[config.mk]
export PLATFORM = sky130hd
export DESIGN_NAME = axis_rr_arbiter_flat
export DESIGN_NICKNAME = d
export VERILOG_FILES = /design/src/rtl/axis_rr_arbiter_if.sv /design/src/rtl/axis_rr_arbiter.sv /design/src/flat_wrapper.sv
export SDC_FILE = /design/constraint.sdc
export NUM_CORES = 1
export LEC_CHECK = 0
export CAP_MARGIN = 15
export CELL_PAD_IN_SITES_DETAIL_PLACEMENT = 1
export CELL_PAD_IN_SITES_GLOBAL_PLACEMENT = 2
export CORE_MARGIN = 2
export CORE_UTILIZATION = 13
export CTS_CLUSTER_DIAMETER = 30
export CTS_CLUSTER_SIZE = 8
export DETAILED_ROUTE_END_ITERATION = 16
export HOLD_SLACK_MARGIN = 0.12
export PLACE_DENSITY = 0.91
export SLEW_MARGIN = 15
export SYNTH_ARGS = -nofsm -noshare
export SYNTH_HDL_FRONTEND = slang
export SYNTH_SLANG_ARGS = --single-unit
[constraint.sdc]
create_clock -name aclk -period 2.3 [get_ports aclk]
set_input_delay 0.345 -clock aclk [delete_from_list [all_inputs] [get_ports aclk]]
set_output_delay 0.345 -clock aclk [all_outputs]
set_load 0.03 [all_outputs]
[src/rtl/axis_rr_arbiter_if.sv]
// axis_rr_arbiter_if: bundles the NUM_PORTS requester streams and the shared
// downstream stream of axis_rr_arbiter.
//   master modport: arbiter side (drives s_axis_tready and the m_axis_* beat)
//   slave  modport: environment side (drives requester beats and m_axis_tready)
interface axis_rr_arbiter_if #(
    parameter int NUM_PORTS  = 4,
    parameter int DATA_WIDTH = 32
);
    localparam int ID_W = (NUM_PORTS > 1) ? $clog2(NUM_PORTS) : 1;

    logic [NUM_PORTS*DATA_WIDTH-1:0] s_axis_tdata;
    logic [NUM_PORTS-1:0]            s_axis_tvalid;
    logic [NUM_PORTS-1:0]            s_axis_tlast;
    logic [NUM_PORTS-1:0]            s_axis_tready;
    logic [DATA_WIDTH-1:0]           m_axis_tdata;
    logic                            m_axis_tvalid;
    logic                            m_axis_tlast;
    logic [ID_W-1:0]                 m_axis_tid;
    logic                            m_axis_tready;

    modport master (
        input  s_axis_tdata, s_axis_tvalid, s_axis_tlast, m_axis_tready,
        output s_axis_tready, m_axis_tdata, m_axis_tvalid, m_axis_tlast, m_axis_tid
    );

    modport slave (
        output s_axis_tdata, s_axis_tvalid, s_axis_tlast, m_axis_tready,
        input  s_axis_tready, m_axis_tdata, m_axis_tvalid, m_axis_tlast, m_axis_tid
    );
endinterface

[src/rtl/axis_rr_arbiter.sv]
// axis_rr_arbiter: packet-granular round-robin arbiter sharing one AXI4-Stream
// master port between NUM_PORTS requesters. A grant is held from arbitration
// until the granted port's tlast beat is accepted; one IDLE cycle separates
// packets. Every output beat carries its source index on m_axis_tid.
// Build option AXIS_ARB_OUTPUT_REG_EN: adds a 2-entry skid buffer on the master
// side, registering m_axis_* and removing the m_axis_tready -> s_axis_tready path.
module axis_rr_arbiter #(
    parameter int  NUM_PORTS  = 4,
    parameter int  DATA_WIDTH = 32,
    localparam int ID_W       = (NUM_PORTS > 1) ? $clog2(NUM_PORTS) : 1
) (
    input logic               aclk,
    input logic               aresetn,
    axis_rr_arbiter_if.master bus
);
    typedef enum logic {IDLE = 1'b0, BUSY = 1'b1} state_e;

    state_e                state_q, state_d;
    logic [ID_W-1:0]       ptr_q, ptr_d;
    logic [ID_W-1:0]       grant_q, grant_d;
    logic [ID_W-1:0]       pick;
    logic                  any_req;
    logic [DATA_WIDTH-1:0] s_data [NUM_PORTS];
    logic [NUM_PORTS-1:0]  s_rdy;
    logic [DATA_WIDTH-1:0] g_data;
    logic                  busy, g_valid, g_last, g_ready, acc_last;

    for (genvar i = 0; i < NUM_PORTS; i++) begin : g_unpack
        assign s_data[i] = bus.s_axis_tdata[i*DATA_WIDTH +: DATA_WIDTH];
    end

    assign busy     = (state_q == BUSY);
    assign g_valid  = busy & bus.s_axis_tvalid[grant_q];
    assign g_last   = bus.s_axis_tlast[grant_q];
    assign g_data   = s_data[grant_q];
    // Packet ends when the granted port's tlast beat is taken on the slave side.
    assign acc_last = g_valid & g_ready & g_last;

    // First requester at or after ptr_q, wrapping at NUM_PORTS.
    always_comb begin
        int              idx;
        logic [ID_W-1:0] idx_w;
        pick    = ptr_q;
        any_req = 1'b0;
        idx     = 0;
        idx_w   = '0;
        for (int k = 0; k < NUM_PORTS; k++) begin
            idx = int'(ptr_q) + k;
            if (idx >= NUM_PORTS) idx = idx - NUM_PORTS;
            idx_w = ID_W'(idx);
            if (!any_req && bus.s_axis_tvalid[idx_w]) begin
                any_req = 1'b1;
                pick    = idx_w;
            end
        end
    end

    // Next state: grant in IDLE, release and rotate on the packet's last beat.
    always_comb begin
        state_d = state_q;
        ptr_d   = ptr_q;
        grant_d = grant_q;
        case (state_q)
            IDLE: begin
                if (any_req) begin
                    grant_d = pick;
                    state_d = BUSY;
                end
            end
            BUSY: begin
                if (acc_last) begin
                    state_d = IDLE;
                    ptr_d   = (grant_q == ID_W'(NUM_PORTS - 1)) ? '0 : grant_q + ID_W'(1);
                end
            end
            default: state_d = IDLE;
        endcase
    end

    // State, rotation pointer and held grant.
    always_ff @(posedge aclk or negedge aresetn) begin
        if (!aresetn) begin
            state_q <= IDLE;
            ptr_q   <= '0;
            grant_q <= '0;
        end else begin
            state_q <= state_d;
            ptr_q   <= ptr_d;
            grant_q <= grant_d;
        end
    end

    // Only the granted port ever sees ready.
    always_comb begin
        s_rdy          = '0;
        s_rdy[grant_q] = g_ready;
    end
    assign bus.s_axis_tready = s_rdy;

`ifdef AXIS_ARB_OUTPUT_REG_EN
    logic [DATA_WIDTH-1:0] buf_data_q [2];
    logic [ID_W-1:0]       buf_id_q [2];
    logic [1:0]            buf_last_q;
    logic                  rd_q, rd_d, wr_q, wr_d;
    logic [1:0]            cnt_q, cnt_d;
    logic                  push, pop, m_valid;

    // Ready depends only on occupancy, so downstream ready never reaches s_axis_tready.
    assign g_ready = busy & (cnt_q != 2'd2);
    assign push    = g_valid & g_ready;
    assign m_valid = (cnt_q != 2'd0);
    assign pop     = m_valid & bus.m_axis_tready;

    // Buffer pointer and occupancy update.
    always_comb begin
        rd_d  = rd_q ^ pop;
        wr_d  = wr_q ^ push;
        cnt_d = cnt_q + {1'b0, push} - {1'b0, pop};
    end

    // Buffer storage; cleared on reset so a held beat is dropped and outputs read zero.
    always_ff @(posedge aclk or negedge aresetn) begin
        if (!aresetn) begin
            rd_q       <= 1'b0;
            wr_q       <= 1'b0;
            cnt_q      <= 2'd0;
            buf_last_q <= '0;
            for (int e = 0; e < 2; e++) begin
                buf_data_q[e] <= '0;
                buf_id_q[e]   <= '0;
            end
        end else begin
            rd_q  <= rd_d;
            wr_q  <= wr_d;
            cnt_q <= cnt_d;
            if (push) begin
                buf_data_q[wr_q] <= g_data;
                buf_last_q[wr_q] <= g_last;
                buf_id_q[wr_q]   <= grant_q;
            end
        end
    end

    assign bus.m_axis_tvalid = m_valid;
    assign bus.m_axis_tdata  = m_valid ? buf_data_q[rd_q] : '0;
    assign bus.m_axis_tlast  = m_valid & buf_last_q[rd_q];
    assign bus.m_axis_tid    = m_valid ? buf_id_q[rd_q] : '0;
`else
    // Pass-through: the granted port drives the master side directly.
    assign g_ready           = busy & bus.m_axis_tready;
    assign bus.m_axis_tvalid = g_valid;
    assign bus.m_axis_tdata  = busy ? g_data : '0;
    assign bus.m_axis_tlast  = busy & g_last;
    assign bus.m_axis_tid    = busy ? grant_q : '0;
`endif
endmodule

[src/flat_wrapper.sv]
// flat-port wrapper written by rule: the top's interface ports become plain ports
module axis_rr_arbiter_flat 
#(
    parameter int  NUM_PORTS  = 4,
    parameter int  DATA_WIDTH = 32,
    localparam int ID_W       = (NUM_PORTS > 1) ? $clog2(NUM_PORTS) : 1
)
  (aclk, aresetn, bus_s_axis_tdata, bus_s_axis_tvalid, bus_s_axis_tlast, bus_m_axis_tready, bus_s_axis_tready, bus_m_axis_tdata, bus_m_axis_tvalid, bus_m_axis_tlast, bus_m_axis_tid);
  axis_rr_arbiter_if #(.NUM_PORTS(NUM_PORTS), .DATA_WIDTH(DATA_WIDTH)) bus_i ();
  input logic aclk;
  input logic aresetn;
  input wire logic [$bits(bus_i.s_axis_tdata)-1:0] bus_s_axis_tdata;
  input wire logic [$bits(bus_i.s_axis_tvalid)-1:0] bus_s_axis_tvalid;
  input wire logic [$bits(bus_i.s_axis_tlast)-1:0] bus_s_axis_tlast;
  input wire logic [$bits(bus_i.m_axis_tready)-1:0] bus_m_axis_tready;
  output wire logic [$bits(bus_i.s_axis_tready)-1:0] bus_s_axis_tready;
  output wire logic [$bits(bus_i.m_axis_tdata)-1:0] bus_m_axis_tdata;
  output wire logic [$bits(bus_i.m_axis_tvalid)-1:0] bus_m_axis_tvalid;
  output wire logic [$bits(bus_i.m_axis_tlast)-1:0] bus_m_axis_tlast;
  output wire logic [$bits(bus_i.m_axis_tid)-1:0] bus_m_axis_tid;
  assign bus_i.s_axis_tdata = bus_s_axis_tdata;
  assign bus_i.s_axis_tvalid = bus_s_axis_tvalid;
  assign bus_i.s_axis_tlast = bus_s_axis_tlast;
  assign bus_i.m_axis_tready = bus_m_axis_tready;
  assign bus_s_axis_tready = bus_i.s_axis_tready;
  assign bus_m_axis_tdata = bus_i.m_axis_tdata;
  assign bus_m_axis_tvalid = bus_i.m_axis_tvalid;
  assign bus_m_axis_tlast = bus_i.m_axis_tlast;
  assign bus_m_axis_tid = bus_i.m_axis_tid;
  axis_rr_arbiter #(.NUM_PORTS(NUM_PORTS), .DATA_WIDTH(DATA_WIDTH)) u_core (.aclk(aclk), .aresetn(aresetn), .bus(bus_i));
endmodule
After elaboration in Yosys (flattened, before gate mapping)

Cells that the tools add are included.

$add $sub $neg: 8
Equality and inequality tests: 1
$lt $le $gt $ge: 11
Reductions and logical operators: 9
Bitwise operators: 8
Multiplexer cells: 35

Operators by type and width:

| kind                  | number |
|---|---|
| $mux W32              | 3 |
| $bmux W32 S2          | 1 |
| $mux W2               | 10 |
| $lt A2 B3 Y1 const B  | 5 |
| $mux W1               | 13 |
| $bmux W1 S2           | 6 |
| $ge A3 B3 Y1 const B  | 4 |
| $sub A2 B1 Y2 const B | 4 |
| $add A2 B2 Y3 const B | 2 |
| $and A1 B1 Y1         | 5 |
| $and A4 B4 Y4         | 1 |
| $logic_and A1 B1 Y1   | 4 |
| $reduce_and A2 Y1     | 2 |
| $add A2 B1 Y3 const B | 1 |
| $ge A2 B3 Y1 const B  | 1 |
| $logic_not A1 Y1      | 3 |
| $not A2 Y3            | 1 |
| $add A2 B1 Y2 const B | 1 |
| $demux W1 S2          | 1 |
| $eq A2 B2 Y1 const B  | 1 |
| $ge A2 B1 Y1 const B  | 1 |
| $pmux W1 S2           | 1 |
| $not A1 Y1            | 1 |

Register bits after elaboration: 5
Word-level logic and storage cells: 75
Output and inout bits: 40

Depth between registers and ports, before layout

Gate-level depths: netlist of the first run.

Depth in word-level cells: 16
Mapped depth: 5
Mapped depth without buffers: 4

Worst setup path after synthesis of the first run

OpenSTA, ideal clock, no wires.

Kind: register -> output
Start: register u_core.grant_q[0]
End: output bus_m_axis_tdata[24]
Data required time: 1.955 ns
Path buffers: 2
Setup slack: 0.466 ns
Stages on the path, launching flop included: 5
Data arrival time: 1.489 ns
Cells stage by stage: dfrtp_1 -> buf_6 -> buf_4 -> mux4_2 -> and2_1

Longest elaborated chain between the ends: 5

RTL lines:

| element                                      | line                   | text |
|---|---|---|
| start: declaration                           | axis_rr_arbiter.sv:20  | `logic [ID_W-1:0] grant_q, grant_d;` |
| start signal: assignment                     | axis_rr_arbiter.sv:89  | `grant_q <= grant_d;` |
| $not A2 Y3 (implied by the code)             | axis_rr_arbiter.sv:35  | `assign g_data = s_data[grant_q];` |
| $bmux W32 S2                                 | axis_rr_arbiter.sv:35  |  |
| $mux W32 (implied by the code) (2 in series) | axis_rr_arbiter.sv:35  |  |
| $mux W32                                     | axis_rr_arbiter.sv:152 | `assign bus.m_axis_tdata = busy ? g_data : '0;` |
| end: declaration                             | flat_wrapper.sv:17     | `output wire logic [$bits(bus_i.m_axis_tdata)-1:0] bus_m_axis_tdata;` |

Every way passes these cells. The select of a mux whose other input is x is not followed.

Worst setup path in the final report of the first run

Start: register u_core.grant_q[0]
End: output bus_s_axis_tready[1]

Longest elaborated chain between the ends: 5
Elaborated cells between the ends (all ways): 6
Classes of those cells: order compare: 2; mux: 2; bitwise: 1; reduce/logical: 1

RTL lines:

| element                                                                   | line                  | text |
|---|---|---|
| $lt A2 B3 Y1 (implied by the code) / $ge A2 B1 Y1 (equally long branches) | axis_rr_arbiter.sv:96 | `s_rdy[grant_q] = g_ready;` |
| $logic_and A1 B1 Y1 (implied by the code)                                 | axis_rr_arbiter.sv:96 |  |
| $mux W1 (implied by the code)                                             | axis_rr_arbiter.sv:96 |  |
| $demux W1 S2 (*)                                                          | -                     |  |
| $and A4 B4 Y4 (no source line) (*)                                        | -                     |  |
| end: declaration                                                          | flat_wrapper.sv:16    | `output wire logic [$bits(bus_i.s_axis_tready)-1:0] bus_s_axis_tready;` |

Every way passes the cells marked *; elsewhere a longest branch is shown, timed or not.

==> results of run 1 <==
-- placed cells by master, fill, tap and decap left out, types with 2 or more instances in the layout --
master,count
clkdlybuf4s50_1,141
buf_4,37
and2_1,36
mux4_2,33
buf_12,5
inv_1,4
and3_1,4
a21oi_1,4
ha_1,4
dfrtp_1,4
nor2b_1,3
clkbuf_8,3
nand2_1,2
o21ai_0,2
o221ai_1,2
-- routing by layer --
metal	up-vias	routed length, µm
li1	832	-
met1	907	2650
met2	89	4220
met3	8	774
met4	0	94
met5	-	0
-- report_power, final --
part | switching [µW] | leakage, µW | total, µW | internal (µW)
Clock | 41.5 | 0.0000228 | 160 | 119
Sequential | 64.4 | 0.0000578 | 194 | 129
Combinational | 1640 | 0.00119 | 3250 | 1610
Total | 1750 | 0.00127 | 3600 | 1860
-- worst min-delay path by stage --
stage | to | slack [ps] | depth (start not counted)
6_report | u_core.ptr_q[1] | 360 | 1
2_1_floorplan | u_core.busy | 50 | 0
3_3_place_gp | u_core.ptr_q[0] | 560 | 2
4_1_cts | u_core.ptr_q[1] | 360 | 1
3_5_place_dp | u_core.ptr_q[0] | 580 | 2
5_1_grt | u_core.ptr_q[1] | 360 | 1
-- critical path: stages, from the launching register on --
cell and delay (ps):
dfrtp_2 410, buf_12 220, ha_1 160, and3_1 140
clkdlybuf4s50_1 670
-- metrics by stage --
step / area [µm²] / util
finish: 3370 / 0.311
global route: 3370 / 0.311
CTS: 3370 / 0.311
detailed placement: 3330 / 0.307
global placement: 3330 / 0.307
floorplan: 1440 / -
-- sequential cells by signal, indices dropped and copies added, names as in the netlist --
name	count
u_core.grant_q	2
u_core.ptr_q	2
u_core.busy	1
-- cells by family after synthesis --
logic type	share of synthesized area
AO/OA/AOI/OAI	0.0495
buffers and inverters	0.0634
multiplexers	0.552
adder cells (fa/ha/maj)	0.0348
AND/OR/NAND/NOR	0.214
flip-flops	0.0869
-- area by class of cell --
cell class	instances	area, µm²	share of cell area
flip-flops and latches	5	126	0.0374
clock buffers	4	45.0	0.0133
inverters	4	15.0	0.00445
well taps	140	175	0.0519
multi-input cells	100	1220	0.363
repair buffers	183	1790	0.530
==> impl_results.md, run 1 <==
* DP Worst Slack at 181 ps
* Clock-pin slew of the registers on the worst-case setup and hold paths at 40 ps
* Layout Nets at 440
* Met2 Use GR at 0.241
* Crit Reg-Reg Startpoint: u_core.grant_q[0]
* Post-layout min period at 2160 ps
* Final setup fails at 0
* Fillcell total at between 1000 and 1500
* Register area share after synthesis at 0.0869
* Remaining routing DRC violations at 0
* Post-synth top cells: 36 x and2_1, 33 x mux4_2, 5 x dfrtp_1
* Post-route ant nets at 0
* Top cell type's share of synthesized area at 0.516
* Avg Inst Size Synth at 11.9 µm²
* Final antenna diode count at 0
* Worst Setup Path Type: flip-flop to output pin
* RSZ-0062 raised after global routing: no
* Vias per cell at 4.21
* Async SR Flop Fraction at 1.00
* Worst Path Required at 1960 ps
* IO buf count at 178
* DR pass1 iterations at 3
* Relative slew slack at 0.776
* DR WL/cell at 17.7 µm
* Die area at approximately 0.012 mm²
* Largest area contributor in the netlist: mux4_2
* Vias in the first global route at 2109
* Die height at 109 µm
* Initial antenna violation count at 0
* Leakage power at 0.00127 µW
* Max Cap Violations at 0
* Sink Count at 5
* Row Count at 38
* First DRT Iteration DRCs at 62
* Setup TNS at 0 ps
* Crit path capture: bus_s_axis_tready[1]
* GRT met3 Usage at 0.0305
* WL final at 7.74 mm
* Pin count of the biggest net entering global routing at 38
* Final setup margin at roughly 140 ps
* Final Hold Fails at 0
* Worst Skew at 2.64 ps
* Status: completed
* Synth Flop Type: dfrtp_1
* Worst slew pin tran at between 300 and 400 ps
* Initial Util at 0.133
* Area Overhead vs Synth at 134%
* Total number of vias at 1836
* Synth cell types at 25
* CTS tree: yes
* Placed Cells at 432
* Worst setup path start: u_core.grant_q[0]
* H-tree depth at 1
* Post-cts resize count at 0
* Register bit total from synthesis at 5
* Worst vdd ir at 0.000612 V
* Post-synth EDFFs at 0
* Congestion Overflow GR at 0
* Yosys warns at 0
* Crit-path max FO at 23
* Reg2reg end: u_core.ptr_q[1]
* PD cells at 1070 mW/mm²
* Flop2flop setup slack at 520 ps
* Chip Width at ~110 µm
* Met1 Usage GRT at 0.128
* Fin crit share at 0.940
* Root Buffer: clkbuf_8
* Cell count after synthesis at 121
* Clk_lat worst skew at around 220 ps
* Worst hold slack at 355 ps
* Crit start category: flip-flop
* GRT Util Overall at 0.120
* Hold WC Path Type: input pin to asynchronous set/reset pin
* Post-CTS Repair Setup Buffers at 0
* Worst r2r path cells at 4
* Post-synth design cell area at 0.00144 mm²
* Core area at 0.0108 mm²
* Clock buffer depth at 2
* Synth top area cells: mux4_2 52%, and2_1 16%, dfrtp_1 8.7%, ha_1 3.5%, buf_6 2.3%
* Most crowded layer after global routing: met2
* Total power at 3600 µW
* GPL Wtd Cong at approximately 0.8
* Post-DP HPWL at 6.70 mm
* WP data arrival at roughly 1800 ps
* Most common cell in the netlist: and2_1
* First-pass GRT wire length at 11.2 mm
* Layout cells sized above 1 at 0.274
* Setup crit end kind: output pin
* Total CTS buffers at 3
* Boundary Pins at about 180
* F_max at 0.462 GHz
* Final cell count without fillers at 436
* Hold Buf Count CTS at 0
* Mapped Nets at 264
* Slew Limit Fails at 0
Power figures use the tool's default switching activity.
==> run 2, diff against run 1 <==
--- a/config.mk
+++ b/config.mk
@@ -5,7 +5,7 @@
 export SDC_FILE = /design/constraint.sdc
 export NUM_CORES = 1
 export LEC_CHECK = 0
-export CAP_MARGIN = 15
+export CAP_MARGIN = 20
 export CELL_PAD_IN_SITES_DETAIL_PLACEMENT = 1
 export CELL_PAD_IN_SITES_GLOBAL_PLACEMENT = 2
 export CORE_MARGIN = 2
==> results of run 2 <==
Same layout as run 1: the final DEF is identical, and so are final timing and power.
